**config.mk**
```make
export PLATFORM = sky130hd
export DESIGN_NAME = seg7_scan_ctrl
export DESIGN_NICKNAME = d
export VERILOG_FILES = /design/src/rtl/seg7_scan_ctrl.sv
export SDC_FILE = /design/constraint.sdc
export NUM_CORES = 1
export LEC_CHECK = 0
export ABC_CLOCK_PERIOD_IN_PS = 2200
export CAP_MARGIN = 20
export CORE_MARGIN = 4
export CORE_UTILIZATION = 54
export CTS_CLUSTER_DIAMETER = 100
export DETAILED_ROUTE_END_ITERATION = 7
export GPL_ROUTABILITY_DRIVEN = 0
export GPL_TIMING_DRIVEN = 0
export PLACE_DENSITY = 0.8
export SYNTH_ARGS = -nofsm -noshare
export SYNTH_HDL_FRONTEND = slang
export SYNTH_SLANG_ARGS = --single-unit
```
**constraint.sdc**
```tcl
create_clock -name clk -period 2.2 [get_ports clk]
set_clock_uncertainty 0.05 [all_clocks]
set_input_delay 0.44 -clock clk [delete_from_list [all_inputs] [get_ports clk]]
set_output_delay 0.44 -clock clk [all_outputs]
set_load 0.05 [all_outputs]
```
**src/rtl/seg7_scan_ctrl.sv**
```systemverilog
// Scan controller for a bank of multiplexed 7-segment digits.
// Optional leading-zero blanking: define SEG7_LZB_EN.
module seg7_scan_ctrl #(
  parameter int NDIGITS  = 4,
  parameter int PRESCALE = 16
) (
  input  logic                   clk,
  input  logic                   rst,
  input  logic                   upd_valid,
  input  logic [4*NDIGITS-1:0]   upd_data,
  output logic                   upd_ready,
  input  logic [2:0]             bright,
  output logic [3:0]             hex,
  output logic                   en,
  output logic [NDIGITS-1:0]     digit_sel,
  output logic                   frame_tick
);

  localparam int DW = $clog2(NDIGITS);
  localparam int PW = $clog2(PRESCALE);
  localparam int TW = PW + 1;

  logic [DW-1:0]          d;
  logic [PW-1:0]          p;
  logic [4*NDIGITS-1:0]   disp;
  logic [4*NDIGITS-1:0]   pend;
  logic                   pend_full;
  logic [2:0]             bl;

  logic                   p_last;
  logic                   d_last;
  logic [TW-1:0]          thr;
  logic                   en_pwm;
  logic                   blank;

`ifdef SEG7_LZB_EN
  logic [NDIGITS-1:0]     hz;
`endif

  always_comb begin
    p_last     = p == PW'(PRESCALE - 1);
    d_last     = d == DW'(NDIGITS - 1);
    frame_tick = p_last & d_last;
    upd_ready  = ~pend_full;
    thr        = TW'({1'b0, bl} + 4'd1)
               * TW'(PRESCALE / 8);
    en_pwm     = {1'b0, p} < thr;
  end

  always_comb begin
    hex       = '0;
    digit_sel = '0;
    blank     = 1'b0;
`ifdef SEG7_LZB_EN
    // hz[i]: nibbles i..top of disp are all zero
    hz = '0;
    hz[NDIGITS-1] = disp[4*NDIGITS-1 -: 4] == 4'd0;
    for (int i = NDIGITS - 2; i >= 0; i--)
      hz[i] = hz[i+1] & (disp[4*i +: 4] == 4'd0);
`endif
    for (int i = 0; i < NDIGITS; i++) begin
      if (d == DW'(i)) begin
        hex          = disp[4*i +: 4];
        digit_sel[i] = 1'b1;
`ifdef SEG7_LZB_EN
        blank        = hz[i] & (i != 0);
`endif
      end
    end
    en = en_pwm & ~blank;
  end

  always_ff @(posedge clk) begin
    if (rst) begin
      d         <= '0;
      p         <= '0;
      disp      <= '0;
      pend      <= '0;
      pend_full <= 1'b0;
      bl        <= 3'd7;
    end else begin
      if (p_last) begin
        p  <= '0;
        bl <= bright;
        d  <= d_last ? '0 : d + 1'b1;
      end else begin
        p  <= p + 1'b1;
      end
      // disp only changes at the frame boundary
      if (frame_tick) begin
        if (pend_full) begin
          disp      <= pend;
          pend_full <= 1'b0;
        end else if (upd_valid) begin
          disp      <= upd_data;
        end
      end else if (upd_valid && !pend_full) begin
        pend      <= upd_data;
        pend_full <= 1'b1;
      end
    end
  end

endmodule

```
# After elaboration in Yosys (flattened, before gate mapping)
# Index checks and enable logic that the tools add are counted.
# word_totals
wordCells	36
register_bits	42
out_inout_bits	11
# classes
add_sub_neg	3
eq_ne	4
n_reduce_logical	8
n_lt_le_gt_ge	1
muxes	11
bitwise_logic	3
# op_table
op	count
16-bit two-way mux	2
4-bit two-way mux	4
4-bit by 5-bit less-than comparator with 1-bit output	1
3-bit by 1-bit adder with 4-bit output, second input constant	1
4-bit by 1-bit adder with 4-bit output, second input constant	1
2-bit == test, second input constant	2
4-bit == test, second input constant	1
1-bit two-way mux	4
2-bit AND reduction	2
2-bit OR reduction	2
2-bit by 1-bit adder with 2-bit output, second input constant	1
2-bit by 1-bit == test with 1-bit output, second input constant	1
2-bit zero test	1
2-bit two-way mux	1
1-bit NOT	2
2-bit nonzero test	1
1-bit AND	1
1-bit logical AND	1
1-bit zero test	1

# Depth between registers and ports, before layout
# Gate-level depths: netlist of the first run.
# depth
word_depth	5
depth_mapped	8

# Worst setup path after synthesis of the first run
# Ideal clock, no wire load.
# synth_path
kind	register to output
startpoint	reg d[0]
endpoint	out hex[0]
n_path_buf	1
t_required_ps	1710
path_stages_with_launch	7
arrival_ps	1734
path_slack_ps	-24
cell_sequence	dfxtp_1 inv_1 ha_1 clkbuf_1 a21oi_1 o21ai_0 a22o_1
# synth_between
elab_chain_cells	5
word_cells_on_any_way	8
classes_between	3 x eq/ne; 4 x mux; 1 x reduce/logical
# synth_lines
item	line	rtl
from (decl)	23	logic [DW-1:0] d;
from (signal assigned)	85	d <= d_last ? '0 : d + 1'b1;
2-bit zero test	62	if (d == DW'(i)) begin
4-bit two-way mux (3 in series)	62	
4-bit two-way mux (*)	62	
to (decl)	13	output logic [3:0] hex,
# Mark *: on every way between the ends. The rest lies on a longest branch, timed or not.

# Worst setup path in the final report of the first run
# layout_path
startpoint	reg bl[0]
endpoint	out en
# layout_between
elab_chain_cells	2
# layout_lines
item	line	rtl
from (decl)	28	logic [2:0] bl;
from (signal assigned)	84	bl <= bright;
3-bit by 1-bit adder with 4-bit output	45	thr = TW'({1'b0, bl} + 4'd1)
4-bit by 5-bit less-than comparator with 1-bit output	47	en_pwm = {1'b0, p} < thr;
to (decl)	14	output logic en,
# No other way between the ends.

==> flow_metrics.py, run 1 <==
metrics = {
    "placement": {
        "dp_cells": 310,
        "hpwlAfterDp_mm": 3.379,
        "placed_area_um2": 2572,
        "port_buffers": 31,
    },
    "synth": {
        "syn_area_um2": 2197,
        "synth.area.top_cells": "dfxtp_1 38%, mux2i_1 15%, nand2b_1 9.1%, a21oi_1 6.4%, a211oi_2 5.7%",
        "ys_warn_count": 0,
        "ys_ff_latch": 42,
        "synth_fp_nets": 261,
        "synthCells": 231,
        "ys_seq_area_share_pct": 38.27,
        "yosys.area.top_type": "dfxtp_1",
        "synth_cell_types": 29,
        "synth_top_area_share_pct": 38.27,
        "synth_area_per_cell_um2": 9.511,
    },
    "cts": {
        "cts_max_level": 2,
        "clock_path_buffers": 2,
        "cts.sinks": 42,
        "path_clk_slew_ns": 0.07,
        "ctsRootBufferMaster": "clkbuf_8",
        "cts_tree": "yes",
        "numCtsBuffers": 5,
        "clk_latency_ns": 0.29,
    },
    "finish": {
        "drive_above_1_share_pct": 17.84,
        "final_common_cell": "dfxtp_1",
        "synthToLayoutAreaGrowth_pct": 22.61,
        "fin_nets": 299,
        "fin_cells": 317,
        "final_area_um2": 2694,
        "final_cell_mix": "38 x dfxtp_1, 32 x mux2i_1, 32 x nand2b_1",
        "diodes": 0,
    },
    "route": {
        "vias": 1734,
        "ant_nets": 0,
        "viasPerCell": 5.470,
        "drtIter0Drc": 92,
        "totalWireLength_mm": 4.689,
        "post_drt_wl_per_cell_um": 14.79,
        "drt_first_pass_iters": 4,
        "drc_errors": 0,
    },
    "sta": {
        "fin_crit_sh_pct": 97.05,
        "period_needed_ns": 2.135,
        "setup_tns_ns": 0,
        "setup_violations": 0,
        "hold_slack_ns": 0.4259,
        "worst_pin_slew_ns": 0.5645,
        "slew_headroom_pct": 62.37,
        "hold_violations": 0,
        "timing.fmax_mhz": 468.4,
        "timing.final.max_slew_violations": 0,
    },
    "critical_path": {
        "worstSetupEndpointType": "output pin",
        "required_ns": 1.71,
        "r2r_cells": 8,
        "r2r_setup_slack_ns": 0.26,
        "r2r-start": "d[0]",
        "path_buf_inv": 2,
        "crit_slowest_cell": "dfxtp_2",
        "crit_path_max_incr_delay_ns": 0.35,
        "crit_chain": "ha_4, inv_1, ha_1, o21ai_0, nand2_1, o211ai_1, buf_4",
        "crit_type": "flop to output pin",
        "arrival_ns": 1.65,
        "path_max_fanout": 3,
        "startpoint_type": "flop",
        "critPathTopFamily": "adder cells",
        "reg2reg_to": "pend[11]",
    },
    "hold_path": {
        "hp-start": "pend[12]",
        "whs_endpoint": "pend[12]",
        "hold_depth": 2,
        "hp-class": "flop to flop",
    },
    "floorplan": {
        "fp.dieH_um": 71.79,
        "num_io_pins": 33,
        "core_area_um2": 3799,
        "die_w_um": 71.79,
        "start_util_pct": 57.84,
        "rows": 22,
        "die_area_um2": 5153,
    },
    "power_and_ir_drop": {
        "p_seq_share_pct": 55.3,
        "ir_drop_mv": 0.4386,
        "comb_power_share_pct": 13.0,
        "power.internal_w": 0.001100,
        "power.switching_w": 0.0003464,
        "p_per_area_nw_per_um2": 536.9,
        "totalPowerFinal_w": 0.001446,
        "clkPwrFrac_pct": 31.7,
        "p_leak_nw": 1.004,
        "switching_share_pct": 23.95,
    },
    "global_routing": {
        "grt_pass1_vias": 1626,
        "grt_pass1_wl_mm": 7.790,
        "grt_antenna_before_repair": 0,
        "grt_start_max_net_pins": 20,
        "track_usage_pct": 19.33,
        "grt_overflow": 0,
    },
    "outcome": {
        "outcome": "finished, final reports clean",
    },
    "flow_run": {
        "drv_cap": 0,
    },
}
-- cells in the mapped netlist --
library cell  number
dfxtp_1           42
mux2i_1           32
nand2b_1          32
a21oi_1           28
nand2_1           14
a211oi_2          10
clkbuf_1           9
inv_1              9
ha_1               8
a211oi_1           6
buf_6              6
o21ai_0            6
a22o_1             4
buf_2              3
nand3b_1           3
buf_4              2
nand3_1            2
nor2_1             2
nor3b_1            2
xnor2_1            2
and2_4             1
and3_1             1
and4_1             1
nand4b_1           1
nor3_1             1
nor3b_2            1
o211ai_1           1
or2_1              1
or3_1              1
-- per-stage QoR --
step	setup WS, ns	utilization (%)
global route	-0.0008633	70.92
detailed placement	-0.5488	67.72
floorplan	0.02790	-
CTS	0.003520	69.47
finish	0.06494	70.92
global placement	-0.5330	67.72
-- kinds of logic after synthesis --
| family | Yosys count | synth area share (%) |
|---|---|---|
| buf+inv | 29 | 7.516 |
| xor+xnor | 2 | 0.7974 |
| flops | 42 | 38.27 |
| fa+ha+maj | 8 | 4.556 |
| simple gates | 63 | 16.86 |
| compound gates | 55 | 17.43 |
| mux | 32 | 14.58 |
-- area by class of cell --
cell class	instances	area, um^2
Clock buffer	7	76.32
Sequential cell	42	848.3
Fill cell	299	1105
Buffer	18	128.9
Tap cell	48	60.06
Timing Repair Buffer	33	326.6
Multi-Input combinational cell	160	1220
Inverter	9	33.78
-- registers in the layout, indices dropped and copies added (netlist names) --
signal and cells:
pend 16, bl 3, p 4, d 2, pend_full 1, disp 16
-- power by group through the flow --
stage	logic (W)	registers [W]	clock network [W]
floorplan	0.000121	0.000814	0
global placement	0.000186	0.000816	0
detailed placement	0.000189	0.000817	0
CTS	0.000189	0.000800	0.000463
global route	0.000204	0.000802	0.000490
finish	0.000189	0.000799	0.000459
-- worst max-delay path by stage --
stage,startpoint,end,cells after the start
after floorplan,bl[0],en,4
after global placement,d[0],frame_tick,6
after detailed placement,d[0],frame_tick,6
after CTS,d[0],hex[1],7
after global routing,bl[0],en,7
final,bl[0],en,7
-- layer usage --
metal,up-vias,global-route usage [%],share of wire (%)
met4,0,7.307,1.8
met2,43,30.61,45
met5,-,0,0
met3,9,4.067,5.7
li1,878,-,-
met1,804,25.80,48
-- tightest hold or removal path, delay by kind of cell, from the launching register on --
family	cells	cell delay [ns]
flip-flops	1	0.32
AND/OR/NAND/NOR	1	0.06
multiplexers	1	0.05
-- timing repair --
item / CTS / global route
endpoints found under the hold margin: 0 / 0
endpoints found under the setup margin: 11 / 6
gates resized for setup: 46 / 23
setup buffers: 0 / 2
pin swaps: 0 / 1
cloned: 0 / 0
hold buffers: 0 / 0
No activity file was read; power rests on OpenSTA's default activity.
==> run 2, diff against run 1 <==
Settings changed: CORE_MARGIN 4 to 8.
==> flow_metrics.py, run 2 (same netlist as run 1, synthesis figures left out) <==
metrics = {
    "route": {
        "post_drt_wl_per_cell_um": 15.42,
        "ant_nets": 0,
        "drtIter0Drc": 115,
        "totalWireLength_mm": 4.902,
        "viasPerCell": 5.409,
        "vias": 1720,
        "drt_first_pass_iters": 4,
        "drc_errors": 0,
    },
    "cts": {
        "cts.sinks": 42,
        "numCtsBuffers": 5,
        "clk_latency_ns": 0.29,
        "ctsRootBufferMaster": "clkbuf_8",
        "cts_tree": "yes",
        "post-cts-setup-buffers": 0,
        "path_clk_slew_ns": 0.07,
        "cts_max_level": 2,
        "postCtsHoldBufs": 0,
        "clock_path_buffers": 2,
    },
    "sta": {
        "period_needed_ns": 2.114,
        "hold_slack_ns": 0.4237,
        "worst_pin_slew_ns": 0.6332,
        "hold_violations": 0,
        "setup_violations": 0,
        "rsz0062_at_grt": "no",
        "slew_headroom_pct": 57.79,
        "timing.fmax_mhz": 473.0,
        "fin_crit_sh_pct": 96.10,
        "timing.final.max_slew_violations": 0,
    },
    "finish": {
        "fin_nets": 297,
        "fill_cells": 306,
        "reg_top3": "disp: 16 flops, pend: 16 flops, p: 4 flops",
        "final_area_um2": 2706,
        "synthToLayoutAreaGrowth_pct": 23.18,
        "final_cell_mix": "38 x dfxtp_1, 32 x mux2i_1, 32 x nand2b_1",
        "final_common_cell": "dfxtp_1",
        "diodes": 0,
        "drive_above_1_share_pct": 18.28,
    },
    "floorplan": {
        "start_util_pct": 55.32,
        "core_area_um2": 3971,
        "die_area_um2": 6366,
        "die_w_um": 79.79,
        "num_io_pins": 33,
        "rows": 23,
        "fp.dieH_um": 79.79,
    },
    "outcome": {
        "outcome": "finished, final reports clean",
    },
    "power_and_ir_drop": {
        "ir_drop_mv": 0.3586,
        "p_leak_nw": 1.007,
        "p_per_area_nw_per_um2": 553.0,
    },
    "critical_path": {
        "worstSetupEndpointType": "output pin",
        "startpoint": "bl[0]",
        "crit_path_end": "en",
        "arrival_ns": 1.62,
        "path_max_fanout": 4,
        "r2r-start": "d[0]",
        "reg2reg_to": "pend[11]",
        "crit_type": "flop to output pin",
        "r2r_cells": 8,
        "required_ns": 1.71,
        "startpoint_type": "flop",
        "r2r_setup_slack_ns": 0.21,
    },
    "global_routing": {
        "grt_pass1_vias": 1659,
        "grt_start_max_net_pins": 13,
        "grt_overflow": 0,
        "grt_pass1_wl_mm": 7.886,
        "track_usage_pct": 15.85,
        "grt_antenna_before_repair": 0,
    },
    "hold_path": {
        "hp-class": "flop to flop",
    },
    "placement": {
        "port_buffers": 31,
        "hpwlAfterDp_mm": 3.638,
        "placed_area_um2": 2575,
    },
    "flow_run": {
        "drv_cap": 0,
    },
}
## run 2: cell types whose count changed in the layout (fill, tap and decap cells not counted), sizes merged
cell    before  now
buf         18   16
clkinv       0    1
## run 2: cell type report
| class | instances | area, um^2 | share of cell area, % |
|---|---|---|---|
| multi-input cells | 160 | 1224 | 45.21 |
| clock inverters | 1 | 5.005 | 0.1849 |
| flip-flops and latches | 42 | 850.8 | 31.44 |
| inverters | 9 | 33.78 | 1.248 |
| repair buffers | 31 | 319.1 | 11.79 |
| plain buffers | 18 | 125.1 | 4.623 |
| well taps | 50 | 62.56 | 2.312 |
| clock buffers | 7 | 86.33 | 3.190 |
## run 2: what timing repair did
item / CTS / global route
gates resized for setup: 56 / 13
setup endpoints to repair: 11 / 6
pin swaps: 0 / 2
## run 2: power by group
part / switching, W / internal [W] / total (W)
registers: 0.0000164 / 0.000782 / 0.000798
logic: 0.0000901 / 0.0000981 / 0.000188
clock network: 0.000257 / 0.000253 / 0.000510
total: 0.000363 / 0.00113 / 0.00150
## run 2: worst min-delay path by stage
stage | startpoint | end | cells after the start
CTS | pend[9] | pend[9] | 2
finish | pend[9] | pend[9] | 2
global route | pend[15] | pend[15] | 2
floorplan | pend[0] | pend[0] | 2
detailed placement | pend[9] | pend[9] | 2
global placement | pend[14] | pend[14] | 2
## run 2: through the flow
step / setup slack, ns / total power (W) / std cells / utilization, % / TNS [ns]
after detailed placement: -0.5007 / 0.001008 / 312 / 64.84 / -2.047
after floorplan: 0.02790 / 0.0009346 / 231 / - / 0
after global placement: -0.5146 / 0.001001 / 312 / 64.84 / -2.001
final: 0.08569 / 0.001497 / 318 / 68.15 / 0
after CTS: -0.002888 / 0.001512 / 320 / 67.74 / -0.002888
after global routing: 0.007801 / 0.001561 / 318 / 68.15 / 0
## run 2: critical path: stages (launching register included)
cell and delay, ns:
dfxtp_4 0.37, ha_4 0.25, inv_1 0.03, ha_1 0.25
o21ai_0 0.07, nand2_1 0.07, o211ai_1 0.08, buf_4 0.22
## run 2: layer usage
layer / GRT usage (%) / share of wire [%] / up-vias
met5: 0 / 0 / -
met4: 6.000 / 0.67 / 0
met3: 4.167 / 4.4 / 2
met2: 25.26 / 48 / 33
met1: 19.92 / 47 / 811
li1: - / - / 874
==> run 3, diff against run 2 <==
Settings changed: CORE_UTILIZATION 54 to 45, PLACE_DENSITY 0.8 to 0.68.
==> flow_metrics.py, run 3 (same netlist as run 1, synthesis figures left out) <==
metrics = {
    "global_routing": {
        "met1_usage_pct": 17.50,
        "grt_antenna_before_repair": 0,
        "track_usage_pct": 13.92,
        "grt_start_max_net_pins": 20,
        "grt_util_met3_pct": 4.011,
        "use_met2_pct": 22.67,
        "grt_overflow": 0,
        "gr-max-usage-layer": "met2",
        "grt_pass1_wl_mm": 8.169,
        "grt_pass1_vias": 1651,
    },
    "sta": {
        "worst_pin_slew_ns": 0.5859,
        "timing.final.max_slew_violations": 0,
        "fin_crit_sh_pct": 96.19,
        "setup_violations": 0,
        "rsz0062_at_grt": "no",
        "setup_tns_ns": 0,
        "period_needed_ns": 2.116,
        "hold_violations": 0,
        "slew_headroom_pct": 60.94,
        "timing.fmax_mhz": 472.5,
    },
    "hold_path": {
        "hp-start": "pend[15]",
        "hold_depth": 2,
        "whs_endpoint": "pend[15]",
        "hp-class": "flop to flop",
    },
    "cts": {
        "ctsRootBufferMaster": "clkbuf_8",
        "cts_tree": "yes",
        "clock_path_buffers": 2,
        "postCtsHoldBufs": 0,
        "numCtsBuffers": 5,
        "path_clk_slew_ns": 0.08,
        "clk_latency_ns": 0.29,
        "cts_max_level": 2,
        "cts.sinks": 42,
    },
    "route": {
        "drt_first_pass_iters": 4,
        "vias": 1665,
        "viasPerCell": 4.926,
        "post_drt_wl_per_cell_um": 14.24,
        "drtIter0Drc": 95,
        "ant_nets": 0,
        "totalWireLength_mm": 4.814,
        "drc_errors": 0,
    },
    "finish": {
        "final_area_um2": 2761,
        "diodes": 0,
        "drive_above_1_share_pct": 19.19,
        "synthToLayoutAreaGrowth_pct": 25.68,
        "fin_nets": 300,
        "final_common_cell": "dfxtp_1",
        "final_cell_mix": "38 x dfxtp_1, 32 x mux2i_1, 32 x nand2b_1",
        "reg_top3": "disp: 16 flops, pend: 16 flops, p: 4 flops",
        "fin_cells": 338,
    },
    "critical_path": {
        "r2r_cells": 8,
        "crit_type": "flop to output pin",
        "r2r_setup_slack_ns": 0.27,
        "path_max_fanout": 8,
        "startpoint_type": "flop",
        "required_ns": 1.71,
        "reg2reg_to": "pend[14]",
        "r2r-start": "d[0]",
        "arrival_ns": 1.63,
        "worstSetupEndpointType": "output pin",
    },
    "floorplan": {
        "die_w_um": 85.88,
        "die_area_um2": 7375,
        "fp.dieH_um": 85.88,
        "start_util_pct": 46.52,
        "rows": 25,
        "num_io_pins": 33,
        "core_area_um2": 4723,
    },
    "power_and_ir_drop": {
        "totalPowerFinal_w": 0.001563,
        "p_per_area_nw_per_um2": 565.9,
        "ir_drop_mv": 0.2988,
        "p_leak_nw": 1.031,
    },
    "placement": {
        "port_buffers": 31,
        "placed_area_um2": 2596,
        "dp_cells": 329,
        "hpwlAfterDp_mm": 3.516,
    },
    "outcome": {
        "outcome": "finished, final reports clean",
    },
    "flow_run": {
        "drv_cap": 0,
    },
}
run 3: repair_timing:
item	CTS	global route
setup endpoints to repair	11	5
gates resized for setup	51	16
gates cloned	0	0
buffers inserted	1	1
endpoints found under the hold margin	0	0
pin swaps	0	2
run 3: critical path: stages, from the launching register on:
cell and delay, ns:
dfxtp_4 0.37, inv_2 0.04, ha_2 0.18, clkbuf_8 0.15, a21oi_1 0.11, o21ai_1 0.07, a22o_2 0.25, buf_8 0.15
run 3: per-layer routing:
layer  routed length (um)  share of wire [%]  vias to the layer above
met3                  196                4.1                        4
met2                 2223                 46                       27
met5                    0                  0                        -
li1                     -                  -                      879
met1                 2346                 49                      755
met4                   47               0.98                        0
run 3: worst max-delay path by stage:
stage	slack [ns]	cells after the start	startpoint	to
5_1_grt	0.006	7	d[0]	hex[1]
3_3_place_gp	-0.52	6	d[0]	frame_tick
4_1_cts	0.009	7	d[0]	hex[3]
6_report	0.08	7	d[0]	hex[3]
3_5_place_dp	-0.55	6	d[0]	frame_tick
2_1_floorplan	0.03	4	bl[0]	en
run 3: power breakdown:
part           internal, W  switching [W]  total [W]
Combinational    0.0000982      0.0000898   0.000188
Clock             0.000317       0.000259   0.000576
Sequential        0.000783      0.0000155   0.000798
Total              0.00120       0.000365    0.00156
run 3: area by class of cell:
cell class              instances  area [um^2]
plain buffers                  19        142.6
inverters                       9        33.78
flip-flops and latches         42        848.3
repair buffers                 33        326.6
multi-input cells             160         1216
fillers                       420         1962
well taps                      67        83.83
clock buffers                   8        110.1
run 3: metrics by stage:
stage	hold WS (ns)	setup slack [ns]	util (%)
final	0.4252	0.08380	58.46
after global routing	0.4426	0.005597	58.46
after CTS	0.4288	0.008604	57.48
after detailed placement	0.4169	-0.5529	54.97
after global placement	0.4100	-0.5218	54.97
after floorplan	0.3983	0.02790	-
